===== config.mk =====
export PLATFORM = sky130hd
export DESIGN_NAME = mips_dmem_arbiter
export DESIGN_NICKNAME = d
export VERILOG_FILES = /design/src/rtl/mips_dmem_arbiter.sv
export SDC_FILE = /design/constraint.sdc
export NUM_CORES = 1
export LEC_CHECK = 0
export ABC_AREA = 1
export BUFFER_PORTS_ARGS = -buffer_cell sky130_fd_sc_hd__buf_2
export CAP_MARGIN = 20
export CELL_PAD_IN_SITES_DETAIL_PLACEMENT = 0
export CELL_PAD_IN_SITES_GLOBAL_PLACEMENT = 1
export CORE_ASPECT_RATIO = 0.5
export CORE_MARGIN = 1
export CORE_UTILIZATION = 33
export DETAILED_ROUTE_END_ITERATION = 7
export PLACE_DENSITY_LB_ADDON = 0.1
export SETUP_SLACK_MARGIN = 0.4
export SLEW_MARGIN = 20
export SYNTH_ARGS = -nofsm -noshare
export SYNTH_HDL_FRONTEND = slang
export SYNTH_SLANG_ARGS = --single-unit

===== constraint.sdc =====
create_clock -name clk -period 2.65 [get_ports clk]
set_clock_uncertainty 0.05 [all_clocks]
set_input_delay 0.53 -clock clk [delete_from_list [all_inputs] [get_ports clk]]
set_output_delay 0.53 -clock clk [all_outputs]
set_load 0.02 [all_outputs]

===== src/rtl/mips_dmem_arbiter.sv =====
// Two-port arbiter sharing the single-port data memory between the CPU data port and a
// debug/DMA loader port; one transaction in flight, fixed read latency.
module mips_dmem_arbiter #(
   parameter int unsigned READ_LATENCY = 1,
   parameter int unsigned STARVE_LIMIT = 4
) (
   input  logic        clk,
   input  logic        reset,

   input  logic [31:0] cpu_address,
   input  logic        cpu_read,
   input  logic        cpu_write,
   input  logic [31:0] cpu_writedata,
   output logic        cpu_waitrequest,
   output logic        cpu_readvalid,
   output logic [31:0] cpu_readdata,

   input  logic [31:0] dma_address,
   input  logic        dma_read,
   input  logic        dma_write,
   input  logic [31:0] dma_writedata,
   output logic        dma_waitrequest,
   output logic        dma_readvalid,
   output logic [31:0] dma_readdata,

   output logic [31:0] mem_address,
   output logic        mem_read,
   output logic        mem_write,
   output logic [31:0] mem_writedata,
   input  logic [31:0] mem_readdata
);

   typedef enum logic [1:0] {StIdle, StIssue, StWait, StResp} state_e;

   localparam logic [3:0] StarveMax = 4'(STARVE_LIMIT);
   localparam logic [1:0] LatLast   = 2'(READ_LATENCY - 1);

   state_e      state_q, state_d;
   logic [3:0]  starve_q, starve_d;
   logic [1:0]  lat_q, lat_d;
   logic        owner_q, owner_d;   // 1 = DMA owns the current access
   logic        write_q, write_d;
   logic [31:0] addr_q, addr_d;
   logic [31:0] wdata_q, wdata_d;
   logic [31:0] cpu_rdata_q, cpu_rdata_d;
   logic [31:0] dma_rdata_q, dma_rdata_d;

   logic cpu_req, dma_req;
   logic grant_cpu, grant_dma;
   logic idle;

   assign cpu_req = cpu_read | cpu_write;
   assign dma_req = dma_read | dma_write;
   assign idle    = (state_q == StIdle);

   // DMA takes a tie only once it has lost STARVE_LIMIT ties in a row.
   assign grant_dma = dma_req & (~cpu_req | (starve_q == StarveMax));
   assign grant_cpu = cpu_req & ~grant_dma;

   assign cpu_waitrequest = reset | ~(idle & grant_cpu);
   assign dma_waitrequest = reset | ~(idle & grant_dma);

   assign mem_read      = (state_q == StIssue) & ~write_q & ~reset;
   assign mem_write     = (state_q == StIssue) &  write_q & ~reset;
   assign mem_address   = addr_q;
   assign mem_writedata = wdata_q;

   assign cpu_readvalid = (state_q == StResp) & ~owner_q & ~reset;
   assign dma_readvalid = (state_q == StResp) &  owner_q & ~reset;
   assign cpu_readdata  = cpu_rdata_q;
   assign dma_readdata  = dma_rdata_q;

   always_comb begin
      state_d     = state_q;
      starve_d    = starve_q;
      lat_d       = lat_q;
      owner_d     = owner_q;
      write_d     = write_q;
      addr_d      = addr_q;
      wdata_d     = wdata_q;
      cpu_rdata_d = cpu_rdata_q;
      dma_rdata_d = dma_rdata_q;

      unique case (state_q)
         StIdle: begin
            if (cpu_req | dma_req) begin
               state_d = StIssue;
               owner_d = grant_dma;
               // Read and write together is a write.
               write_d = grant_dma ? dma_write     : cpu_write;
               addr_d  = grant_dma ? dma_address   : cpu_address;
               wdata_d = grant_dma ? dma_writedata : cpu_writedata;
               if (grant_dma) begin
                  starve_d = 4'd0;
               end else if (dma_req && (starve_q != StarveMax)) begin
                  starve_d = starve_q + 4'd1;
               end
            end
         end
         StIssue: begin
            lat_d   = 2'd0;
            state_d = write_q ? StIdle : StWait;
         end
         StWait: begin
            if (lat_q == LatLast) begin
               state_d = StResp;
               if (owner_q) begin
                  dma_rdata_d = mem_readdata;
               end else begin
                  cpu_rdata_d = mem_readdata;
               end
            end else begin
               lat_d = lat_q + 2'd1;
            end
         end
         StResp: begin
            state_d = StIdle;
         end
         default: begin
            state_d = StIdle;
         end
      endcase
   end

   always_ff @(posedge clk) begin
      if (reset) begin
         state_q     <= StIdle;
         starve_q    <= 4'd0;
         lat_q       <= 2'd0;
         owner_q     <= 1'b0;
         write_q     <= 1'b0;
         addr_q      <= 32'd0;
         wdata_q     <= 32'd0;
         cpu_rdata_q <= 32'd0;
         dma_rdata_q <= 32'd0;
      end else begin
         state_q     <= state_d;
         starve_q    <= starve_d;
         lat_q       <= lat_d;
         owner_q     <= owner_d;
         write_q     <= write_d;
         addr_q      <= addr_d;
         wdata_q     <= wdata_d;
         cpu_rdata_q <= cpu_rdata_d;
         dma_rdata_q <= dma_rdata_d;
      end
   end

endmodule

======== Yosys cells after proc, flatten, opt, wreduce, memory -nomap -nowiden ========
Index checks and enable logic that the tools add are counted.
word-level totals
  flip-flop bits (word level) ............. 138
  input port bits ......................... 166
  output and inout port bits .............. 134
  logic and storage cells ................. 66
operators by class
  add/subtract/negate cells ............... 2
  eq/ne operators ......................... 8
  multiplexer cells ....................... 11
  bitwise gates (word level) .............. 25
  reduce and logical (&&, ||, !) cells .... 11
operators by type and width
  cell                                                  number
  2-to-1 mux 32 bit                                     2
  AND 1 bit                                             12
  AND reduction 3 bit                                   3
  2-to-1 mux 2 bit                                      4
  2-to-1 mux 4 bit                                      2
  case mux 2 bit (4 select lines)                       1
  inverter 1 bit                                        7
  bitwise OR 1 bit                                      6
  AND reduction 2 bit                                   3
  adder 4 x 1 -> 4 bit (second input constant)          1
  equality test 2 bit (second input constant)           2
  equality test 4 x 3 -> 1 bit (second input constant)  1
  zero test 2 bit                                       2
  != test 2 bit (second input constant)                 2
  != test 4 x 3 -> 1 bit (second input constant)        1
  case mux 2 bit (2 select lines)                       1
  nonzero test 2 bit                                    2
  adder 2 x 1 -> 2 bit (second input constant)          1
  equality test 2 x 1 -> 1 bit (second input constant)  1
  != test 2 x 1 -> 1 bit (second input constant)        1
  logical AND 1 bit                                     1
  2-to-1 mux 1 bit                                      1

======== Longest topological paths before layout ========
Gate-level depths: netlist of the first run.
  word-level depth ........................ 9
  depth in mapped cells ................... 11
  depth with buffers taken out ............ 9

======== Worst setup path after synthesis of the first run ========
No wires, ideal clock.
  kind .................................... input port to output port
  start ................................... input port reset
  end ..................................... output port dma_readvalid
  arrival time ............................ 1.441 ns
  slack ................................... 0.629 ns
  stages on the path ...................... 2
  buffers on the path ..................... 1
  path through ............................ clkbuf_1 nor4_1
between the ends
  longest elaborated chain between the ends .. 2
RTL lines
  item                line  source
  start: declaration  8     input logic reset,
  inverter 1 bit      69    assign dma_readvalid = (state_q == StResp) & owner_q & ~reset;
  AND 1 bit           69
  end: declaration    23    output logic dma_readvalid,
No other way between the ends.

======== Final worst setup path of the first run ========
  start ................................... register starve_q[0]
  end ..................................... output port cpu_waitrequest
between the ends
  longest elaborated chain between the ends .. 8
RTL lines
  item                          line  source
  start: declaration            39    logic [3:0] starve_q, starve_d;
  start signal: assignment      138   starve_q <= starve_d;
  equality test 4 x 3 -> 1 bit  57    assign grant_dma = dma_req & (~cpu_req | (starve_q == StarveMax));
  bitwise OR 1 bit              57
  AND 1 bit                     57
  inverter 1 bit                58    assign grant_cpu = cpu_req & ~grant_dma;
  AND 1 bit                     58
  AND 1 bit                     60    assign cpu_waitrequest = reset | ~(idle & grant_cpu);
  inverter 1 bit                60
  bitwise OR 1 bit              60
  end: declaration              14    output logic cpu_waitrequest,
No other way between the ends.

==> flow_summary.ini, run 1 <==
[status]
run_status = finished clean

[finish]
layout_common_cells = 299 x buf_2, 199 x nor2_1, 143 x nand2_1
n_antenna_cell = 0
filler_cell_count = 1888
final_core_utilization = 0.470
final_layout_size_suffix_gt1_frac = 0.300
fin_nets = 1361
filler_free_cell_count_of_the_finished_design = 1439
design_area_mm2 = 0.00834
final_common_cell = buf_2
synthToLayoutAreaGrowth_pct = 36.3

[timing]
timing_hold_violations_final = 0
tightestPinTransition_ns = 0.804
final-setup-viol-count = 0
slew_viol_final = 0
fin_ws_ns = 0.505
post-route-min-period_ns = 2.14
max_clock_freq_ghz = 0.466
grt_setup_unrepaired = true
final.setup.tns_ns = 0
period_share = 0.809
headroom_to_the_max_slew_limit = 0.464

[clock_network]
cts_tree = done
numClockSinks = 138
worst_skew_pair.late_latency_ns = 0.41
tritoncts.num_buffers = 17
clock_path_buffers = 2
h-tree-depth = 4
path_clk_slew_ns = 0.07
ctsHoldBuffers = 0
clock_tree.root_cell = clkbuf_16

[global_routing]
grt_remaining_overflow = 0
grt_max_degree = 69
groute.usage.overall = 0.197
first_global_vias = 5976
grt_first_pass_wirelength_um = 30000
antenna_found_initial = 2

[worst_setup_path]
critical-path-top-delay-family = simple AND/OR/NAND/NOR gates
critPathKind = reg2out
crit_path_top_delay_cell = dfxtp_2
cp.required_ns = 2.07
worstRegToRegCells = 10
timing.rr.end = mem_writedata[27]$_SDFFE_PP0P_
ff2ff_setup_slack_ns = 0.74
critPathMostFrequentCell = nand2_2
critPathCaptureType = primary output
crit_path_max_fanout = 5
timing.critical_path.slowest_cell_delay_ns = 0.36
timing.critical_path.from_type = register
cp_num_cells = 7
worstPathCellList = inv_1 -> ha_1 -> nand3_2 -> nand2_2 -> nand2_2 -> nand3_1 -> buf_2
cp_data_arrival_time_ns = 1.56
cp-startpoint = starve_q[0]$_SDFFE_PP0P_
crit_buf_inv = 2
regToRegStartpoint = starve_q[0]$_SDFFE_PP0P_
cp-endpoint = cpu_waitrequest

[placed_design]
cell_total_after_placement = 1404
detailedPlace.worstSlack_ns = 0.555
standard_cell_area_after_detailed_placement_mm2 = 0.00775
place.detailed.hpwl_um = 13000
gp_congestion = 0.750
placement.io_buffers = 299

[synthesis]
synth-warning-count = 0
synth.yosys.seq_area_share = 0.452
postSynthCellCount = 921
netlist_top_cells_area = dfxtp_1 45%, nor2_1 12%, nand3_1 11%
synth_cell_types = 20
synth_top_cell_area_share = 0.452
avgSynthCellArea_um2 = 6.64
yosys.area.top_type = dfxtp_1
synthesis.area_mm2 = 0.00612
syn_nets = 1090
ys_seq_elements = 138

[drt]
wirelength_met1_um = 8620
routed-via-count = 6550
vias_per_cell = 4.55
dr.pass1.iters = 4
route.met2.wl_um = 8650
drc = 0
drt-total-wl_um = 18900
detail-route-antenna-nets = 0
dr.first_iter.drc_count = 195
met3_length_um = 1460
highest-signal-layer = met5
wl_per_cell_um = 13.1

[die]
chipHeight_um = 98.3
rows = 34
die-width_um = 195
die_area_mm2 = 0.0191
initial_core_util = 0.345
ioPinCount = 300
coreArea_mm2 = 0.0177

[flow_run]
maxCapViolations = 0

[power_and_ir_drop]
cell_leakage_power_nw = 4.52
ir_drop_uv = 437
powerDensity_mw_per_mm2 = 691

[min_path]
timing.hold.worst.class = in2reg
routing by layer:
metal	GRT usage	vias to the layer above
met5	0	-
met4	0.0476	2
met3	0.0680	10
met2	0.318	185
met1	0.251	2943
li1	-	3410
cells by family (layout without fill, tap and decap cells):
family,after synthesis,count (layout),synth area share
flops,138,138,0.452
xor+xnor,1,1,0.00143
compound gates,107,107,0.0881
fa+ha+maj,3,3,0.00614
buf+inv,180,464,0.119
simple gates,492,492,0.334
synthesized netlist by cell type:
| library cell | count |
|---|---|
| nor2_1 | 201 |
| nand2_1 | 145 |
| dfxtp_1 | 138 |
| nand3_1 | 136 |
| inv_1 | 116 |
| o21ai_0 | 67 |
| a21oi_1 | 39 |
| clkbuf_1 | 28 |
| buf_2 | 23 |
| buf_4 | 6 |
| buf_1 | 5 |
| nor2_2 | 4 |
| ha_1 | 3 |
| inv_2 | 2 |
| nor3_1 | 2 |
| nor4_1 | 2 |
| a21oi_2 | 1 |
| nand3_2 | 1 |
| nand4_1 | 1 |
| xor2_1 | 1 |
layout make-up:
class	count	area (µm²)	share of cell area
Sequential cell	138	2770	0.332
Multi-Input combinational cell	603	2660	0.319
Timing Repair Buffer	314	1630	0.196
Inverter	118	443	0.0531
Clock buffer	18	429	0.0515
Tap cell	234	293	0.0351
Clock inverter	14	113	0.0135
registers in the layout, summed over array words and instances, names as in the netlist, named ones only:
name	cells
cpu_readdata	32
dma_readdata	32
lat_q	2
mem_address	32
mem_writedata	32
owner_q	1
starve_q	4
state_q	1
write_q	1
worst register-to-register path: stages, from the launching register on:
cell and delay (ns):
dfxtp_2 0.36, inv_1 0.06, ha_1 0.21, nand3_2 0.09
nand2_2 0.09, nand2_2 0.10, buf_4 0.55, nand2_1 0.14
nand3_1 0.12, nand2_1 0.06, inv_1 0.04
where the power goes:
group,leakage [nW],switching [mW],internal (mW)
clock network,0.256,0.990,1.22
logic,3.13,0.778,0.437
registers,1.13,0.0866,2.25
worst min path at each step:
stage | startpoint | to | slack, ns | depth (start not counted)
6_report | mem_readdata[9] | cpu_readdata[9]$_SDFFE_PP0P_ | 0.33 | 3
5_1_grt | mem_readdata[12] | cpu_readdata[12]$_SDFFE_PP0P_ | 0.33 | 3
4_1_cts | mem_readdata[11] | cpu_readdata[11]$_SDFFE_PP0P_ | 0.31 | 3
3_5_place_dp | dma_readdata[31]$_SDFFE_PP0P_ | dma_readdata[31]$_SDFFE_PP0P_ | 0.38 | 2
3_3_place_gp | dma_readdata[20]$_SDFFE_PP0P_ | dma_readdata[20]$_SDFFE_PP0P_ | 0.38 | 2
2_1_floorplan | lat_q[1]$_SDFFE_PP0P_ | lat_q[1]$_SDFFE_PP0P_ | 0.41 | 2
through the flow:
stage                     power (mW)  hold WS (ns)
after floorplan                 3.16         0.407
after global placement          3.59         0.378
after detailed placement        3.60         0.383
after CTS                       5.84         0.310
after global routing            6.09         0.325
final                           5.76         0.329
repair_timing:
item                                    in CTS  in global routing
endpoints found under the hold margin        0                  0
pin swaps                                    0                  4
setup buffers                                1                  2
resized for setup                            1                  7
gates cloned                                 0                  0
endpoints found under the setup margin       2                  2
No activity file was read; power rests on OpenSTA's default activity.
==> inputs of run 2 (changes only) <==
--- a/config.mk
+++ b/config.mk
@@ -12,7 +12,7 @@
 export CELL_PAD_IN_SITES_GLOBAL_PLACEMENT = 1
 export CORE_ASPECT_RATIO = 0.5
 export CORE_MARGIN = 1
-export CORE_UTILIZATION = 33
+export CORE_UTILIZATION = 31
 export DETAILED_ROUTE_END_ITERATION = 7
 export PLACE_DENSITY_LB_ADDON = 0.1
 export SETUP_SLACK_MARGIN = 0.4
==> constraint.sdc (replaced) <==
create_clock -name clk -period 2 [get_ports clk]
set_clock_uncertainty 0.05 [all_clocks]
set_input_delay 0.4 -clock clk [delete_from_list [all_inputs] [get_ports clk]]
set_output_delay 0.4 -clock clk [all_outputs]
set_load 0.02 [all_outputs]
==> run 2 against run 1 <==
Power is 51% higher. Clock power is 44% higher. Sequential cell count stayed put. Via count is 4.9% higher. Critical path depth is 1 higher. Register-to-register slack worse by 0.52 ns. Sequential share of layout area is 5.5 points lower. First-iteration DRC count is 14% higher. Clock-buffer cell count stayed put. Routed wire length is 17% higher. Critical path type unchanged. Largest cell class is now multi-input gates. Highest routed layer is now met4.
==> flow_summary.ini, run 2 (synthesis gave the netlist of run 1 again) <==
[worst_setup_path]
timing.critical_path.from_type = register
ff2ff_setup_slack_ns = 0.22
crit_path_max_fanout = 3
critPathCaptureType = primary output
crit_path_top_delay_cell = dfxtp_2
cp_data_arrival_time_ns = 1.46
cp.required_ns = 1.55
timing.critical_path.slowest_cell_delay_ns = 0.32
critPathMostFrequentCell = inv_2
timing.rr.end = mem_address[28]$_SDFFE_PP0P_
worstPathCellList = inv_2 -> ha_4 -> nand3_4 -> nand2_4 -> inv_2 -> nor2_4 -> nand2_2 -> buf_6
critPathKind = reg2out
worstRegToRegCells = 13

[placed_design]
cell_total_after_placement = 1434
place.detailed.hpwl_um = 13500
placement.io_buffers = 299
detailedPlace.worstSlack_ns = 0.0946
gp_congestion = 0.786

[power_and_ir_drop]
cell_leakage_power_nw = 5.17
ir_drop_uv = 570
powerDensity_mw_per_mm2 = 868

[die]
die_area_mm2 = 0.0203
ioPinCount = 300
rows = 35
coreArea_mm2 = 0.0189
initial_core_util = 0.324
chipHeight_um = 101
die-width_um = 201

[clock_network]
worst_skew_pair.late_latency_ns = 0.41
clock_path_buffers = 2
cts_tree = done
numClockSinks = 138
tritoncts.num_buffers = 17
path_clk_slew_ns = 0.07
h-tree-depth = 4
clock_tree.root_cell = clkbuf_16
ctsHoldBuffers = 0

[global_routing]
grt_first_pass_wirelength_um = 32800
grt_max_degree = 68
antenna_found_initial = 1
first_global_vias = 6258
grt_remaining_overflow = 0
groute.usage.overall = 0.205

[drt]
vias_per_cell = 4.53
drt-total-wl_um = 22000
wl_per_cell_um = 14.5
dr.pass1.iters = 5
detail-route-antenna-nets = 0
drc = 0
routed-via-count = 6874
dr.first_iter.drc_count = 222

[flow_run]
maxCapViolations = 0

[min_path]
timing.hold.worst.class = in2reg
min_delay_path_depth = 3
min-delay-start = mem_readdata[24]
hold_path_end = cpu_readdata[24]$_SDFFE_PP0P_

[timing]
timing_hold_violations_final = 0
final-setup-viol-count = 0
slew_viol_final = 0
fin_hold_ws_ns = 0.197
post-route-min-period_ns = 1.91
grt_setup_unrepaired = true
headroom_to_the_max_slew_limit = 0.443
final.setup.tns_ns = 0
max_clock_freq_ghz = 0.524
period_share = 0.955
fin_ws_ns = 0.0899
tightestPinTransition_ns = 0.835

[finish]
filler_free_cell_count_of_the_finished_design = 1519
layout_common_cells = 294 x buf_2, 138 x nand2_1, 137 x nor2_1
multiInputGateArea_mm2 = 0.00327
filler_cell_count = 1919
final_common_cell = buf_2
synthToLayoutAreaGrowth_pct = 64.1
ff_latch_area_mm2 = 0.00278
final_layout_size_suffix_gt1_frac = 0.427
fin_nets = 1415

[status]
run_status = finished clean
-- run 2: changes by cell type in the layout (fill, tap and decap cells not counted), sizes merged --
| cell | change |
|---|---|
| clkinv | -2 |
| inv | +3 |
| bufinv | +1 |
| diode | +1 |
| clkinvlp | -2 |
| clkbuf | +7 |
| buf | +47 |
-- run 2: cell type report --
| cell class | instances | share of cell area |
|---|---|---|
| timing repair buffer | 368 | 0.261 |
| multi-input combinational | 603 | 0.325 |
| inverter | 118 | 0.0454 |
| antenna | 1 | 0.000249 |
| tap | 259 | 0.0323 |
| sequential | 138 | 0.276 |
| clock buffer | 18 | 0.0437 |
| clock inverter | 14 | 0.0153 |
-- run 2: worst max-delay path: cells and delay by family (launching register included) --
| kind | cells | cell delay (ns) |
|---|---|---|
| DFF | 1 | 0.32 |
| and+or+nand+nor | 4 | 0.32 |
| buffers and inverters | 3 | 0.26 |
| adders and majority gates | 1 | 0.13 |
-- run 2: per-layer routing --
metal  track usage  wire length (µm)
met5             0                 0
met4        0.0593               221
met3        0.0627              1230
met2         0.343             10600
met1         0.257              9930
-- run 2: worst max-delay path by stage --
| stage | start | to | cells past startpoint |
|---|---|---|---|
| after detailed placement | cpu_read | dma_waitrequest | 8 |
| after global routing | register | dma_waitrequest | 7 |
| after global placement | cpu_read | dma_waitrequest | 8 |
| after floorplan | reset | dma_readvalid | 2 |
| final | starve_q[1]$_SDFFE_PP0P_ | dma_waitrequest | 8 |
| after CTS | starve_q[0]$_SDFFE_PP0P_ | dma_waitrequest | 8 |
-- run 2: metrics by stage --
stage / cell area, µm² / utilization / total power, mW
6_report: 10000 / 0.532 / 8.72
5_1_grt: 10000 / 0.532 / 9.17
4_1_cts: 9150 / 0.485 / 8.35
3_5_place_dp: 7910 / 0.419 / 4.84
3_3_place_gp: 7910 / 0.419 / 4.81
2_1_floorplan: 6130 / - / 4.19
-- run 2: repair_timing --
item                                    CTS  global route
pin swaps                                22            69
cloned                                    7             8
endpoints found under the setup margin   68            98
buffers inserted                         24            13
resized for setup                        69           163
-- run 2: where the power goes --
part	internal, mW	switching [mW]
registers	2.98	0.160
logic	1.08	1.31
clock network	1.81	1.37
total	5.88	2.84
==> inputs of run 3 (changes only) <==
--- a/config.mk
+++ b/config.mk
@@ -13,8 +13,9 @@
 export CORE_ASPECT_RATIO = 0.5
 export CORE_MARGIN = 1
 export CORE_UTILIZATION = 31
+export CTS_CLUSTER_SIZE = 14
 export DETAILED_ROUTE_END_ITERATION = 7
-export PLACE_DENSITY_LB_ADDON = 0.1
+export PLACE_DENSITY = 0.91
 export SETUP_SLACK_MARGIN = 0.4
 export SLEW_MARGIN = 20
 export SYNTH_ARGS = -nofsm -noshare
==> run 3 against run 2 <==
Die area stayed put. Core utilization is 5.9 points lower. Global-route usage is 3.0 points lower. Power is 7.7% lower. Final cell count down 2.4%. Register-to-register slack improved by 0.21 ns. Clock-buffer cell count stayed put. Final area shrank 11%. First-iteration DRC count up 33%. Clock power barely moved. Non-clock buffer count down 36. Sequential share of layout area is 3.4 points higher. Largest cell class unchanged.
==> flow_summary.ini, run 3 (synthesis gave the netlist of run 1 again) <==
[finish]
final_common_cell = buf_2
synthToLayoutAreaGrowth_pct = 45.8
final_layout_size_suffix_gt1_frac = 0.333
fin_nets = 1379
n_antenna_cell = 0
filler_cell_count = 1965
layout_common_cells = 294 x buf_2, 199 x nor2_1, 140 x nand2_1

[die]
ioPinCount = 300
chipHeight_um = 101
coreArea_mm2 = 0.0189
die_area_mm2 = 0.0203
initial_core_util = 0.324
die-width_um = 201
rows = 35

[timing]
headroom_to_the_max_slew_limit = 0.524
post-route-min-period_ns = 1.88
slew_viol_final = 0
final-setup-viol-count = 0
tightestPinTransition_ns = 0.714
final.setup.tns_ns = 0
grt_setup_unrepaired = true
timing_hold_violations_final = 0
max_clock_freq_ghz = 0.533
period_share = 0.938
fin_hold_ws_ns = 0.199

[worst_setup_path]
crit_path_max_fanout = 3
timing.critical_path.from_type = register
cp_data_arrival_time_ns = 1.43
critPathCaptureType = primary output
cp.required_ns = 1.55
critPathKind = reg2out

[min_path]
timing.hold.worst.class = in2reg

[clock_network]
numClockSinks = 138
clock_tree.root_cell = clkbuf_16
worst_skew_pair.late_latency_ns = 0.41
h-tree-depth = 4
clock_path_buffers = 2
cts_tree = done
tritoncts.num_buffers = 17
path_clk_slew_ns = 0.07

[drt]
dr.first_iter.drc_count = 295
vias_per_cell = 4.59
drt-total-wl_um = 20200
detail-route-antenna-nets = 0
dr.pass1.iters = 5
routed-via-count = 6799
drc = 0
wl_per_cell_um = 13.6

[global_routing]
first_global_vias = 6085
grt_first_pass_wirelength_um = 29200
groute.usage.overall = 0.175
antenna_found_initial = 0
grt_remaining_overflow = 0
grt_max_degree = 71

[power_and_ir_drop]
cell_leakage_power_nw = 4.75
design_internal_power_mw = 5.47
powerDensity_mw_per_mm2 = 902
netSwitchingFraction = 0.320
comb_power_share = 0.223
switching_power_mw = 2.58
ir_drop_uv = 485
clock_power_share = 0.392
pwr-share-seq = 0.385

[placed_design]
gp_congestion = 0.823
placement.io_buffers = 299
place.detailed.hpwl_um = 12700

[status]
run_status = finished clean

[flow_run]
maxCapViolations = 0
run 3: cell types whose count changed in the layout (fill, tap and decap cells not counted), sizes merged:
cell	delta
clkinvlp	-1
clkinv	+2
diode	-1
clkbuf	-2
inv	-1
buf	-34
run 3: critical path, cell delays in order (launching register included):
cell,delay (ns)
dfxtp_2,0.33
inv_2,0.06
ha_4,0.13
nand3_4,0.07
nand2_4,0.09
inv_2,0.05
nor2_4,0.09
nand2_2,0.06
buf_6,0.13
run 3: stage by stage:
step | utilization | setup slack [ns] | power [mW] | instance area [µm²] | std cells
after floorplan | - | 0.239 | 4.19 | 6130 | 921
after global placement | 0.415 | 0.182 | 4.74 | 7830 | 1430
after detailed placement | 0.415 | 0.167 | 4.77 | 7830 | 1430
after CTS | 0.454 | 0.0944 | 8.00 | 8570 | 1470
after global routing | 0.473 | 0.0462 | 8.49 | 8920 | 1482
final | 0.473 | 0.124 | 8.05 | 8920 | 1482
run 3: what timing repair did:
| action | 4_1_cts | 5_1_grt |
|---|---|---|
| hold buffers | 0 | 0 |
| endpoints found under the hold margin | 0 | 0 |
| pin swaps | 5 | 24 |
| setup endpoints to repair | 53 | 124 |
| cloned | 0 | 8 |
| gates resized for setup | 31 | 39 |
| setup buffers | 8 | 4 |
run 3: cell type report:
cell class | count | area [µm²] | share of cell area
Inverter | 118 | 458 | 0.0513
Sequential cell | 138 | 2770 | 0.311
Clock buffer | 18 | 439 | 0.0492
Multi-Input combinational cell | 603 | 2790 | 0.313
Clock inverter | 14 | 153 | 0.0171
Timing Repair Buffer | 332 | 1980 | 0.222
Tap cell | 259 | 324 | 0.0363
run 3: worst paths after layout:
kind | start | cells after the start | slack, ns | end
max | starve_q[0]$_SDFFE_PP0P_ | 8 | 0.12 | dma_waitrequest
min | mem_readdata[28] | 3 | 0.20 | cpu_readdata[28]$_SDFFE_PP0P_
max reg2reg | starve_q[0]$_SDFFE_PP0P_ | 11 | 0.43 | mem_address[13]$_SDFFE_PP0P_
min reg2reg | dma_readdata[24]$_SDFFE_PP0P_ | 2 | 0.39 | dma_readdata[24]$_SDFFE_PP0P_
run 3: per-layer routing:
metal | vias up | wire length [µm] | GRT usage
met2 | 197 | 10000 | 0.318
met1 | 3135 | 9010 | 0.212
met3 | 18 | 936 | 0.0344
li1 | 3449 | - | -
met4 | 0 | 215 | 0.0570
met5 | - | 0 | 0
run 3: power groups by stage:
stage               clock network (mW)  registers, mW  logic, mW
floorplan                            0           3.43      0.756
CTS                               3.25           3.10       1.66
global placement                     0           3.15       1.59
detailed placement                   0           3.16       1.61
global route                      3.38           3.13       1.98
finish                            3.15           3.10       1.80
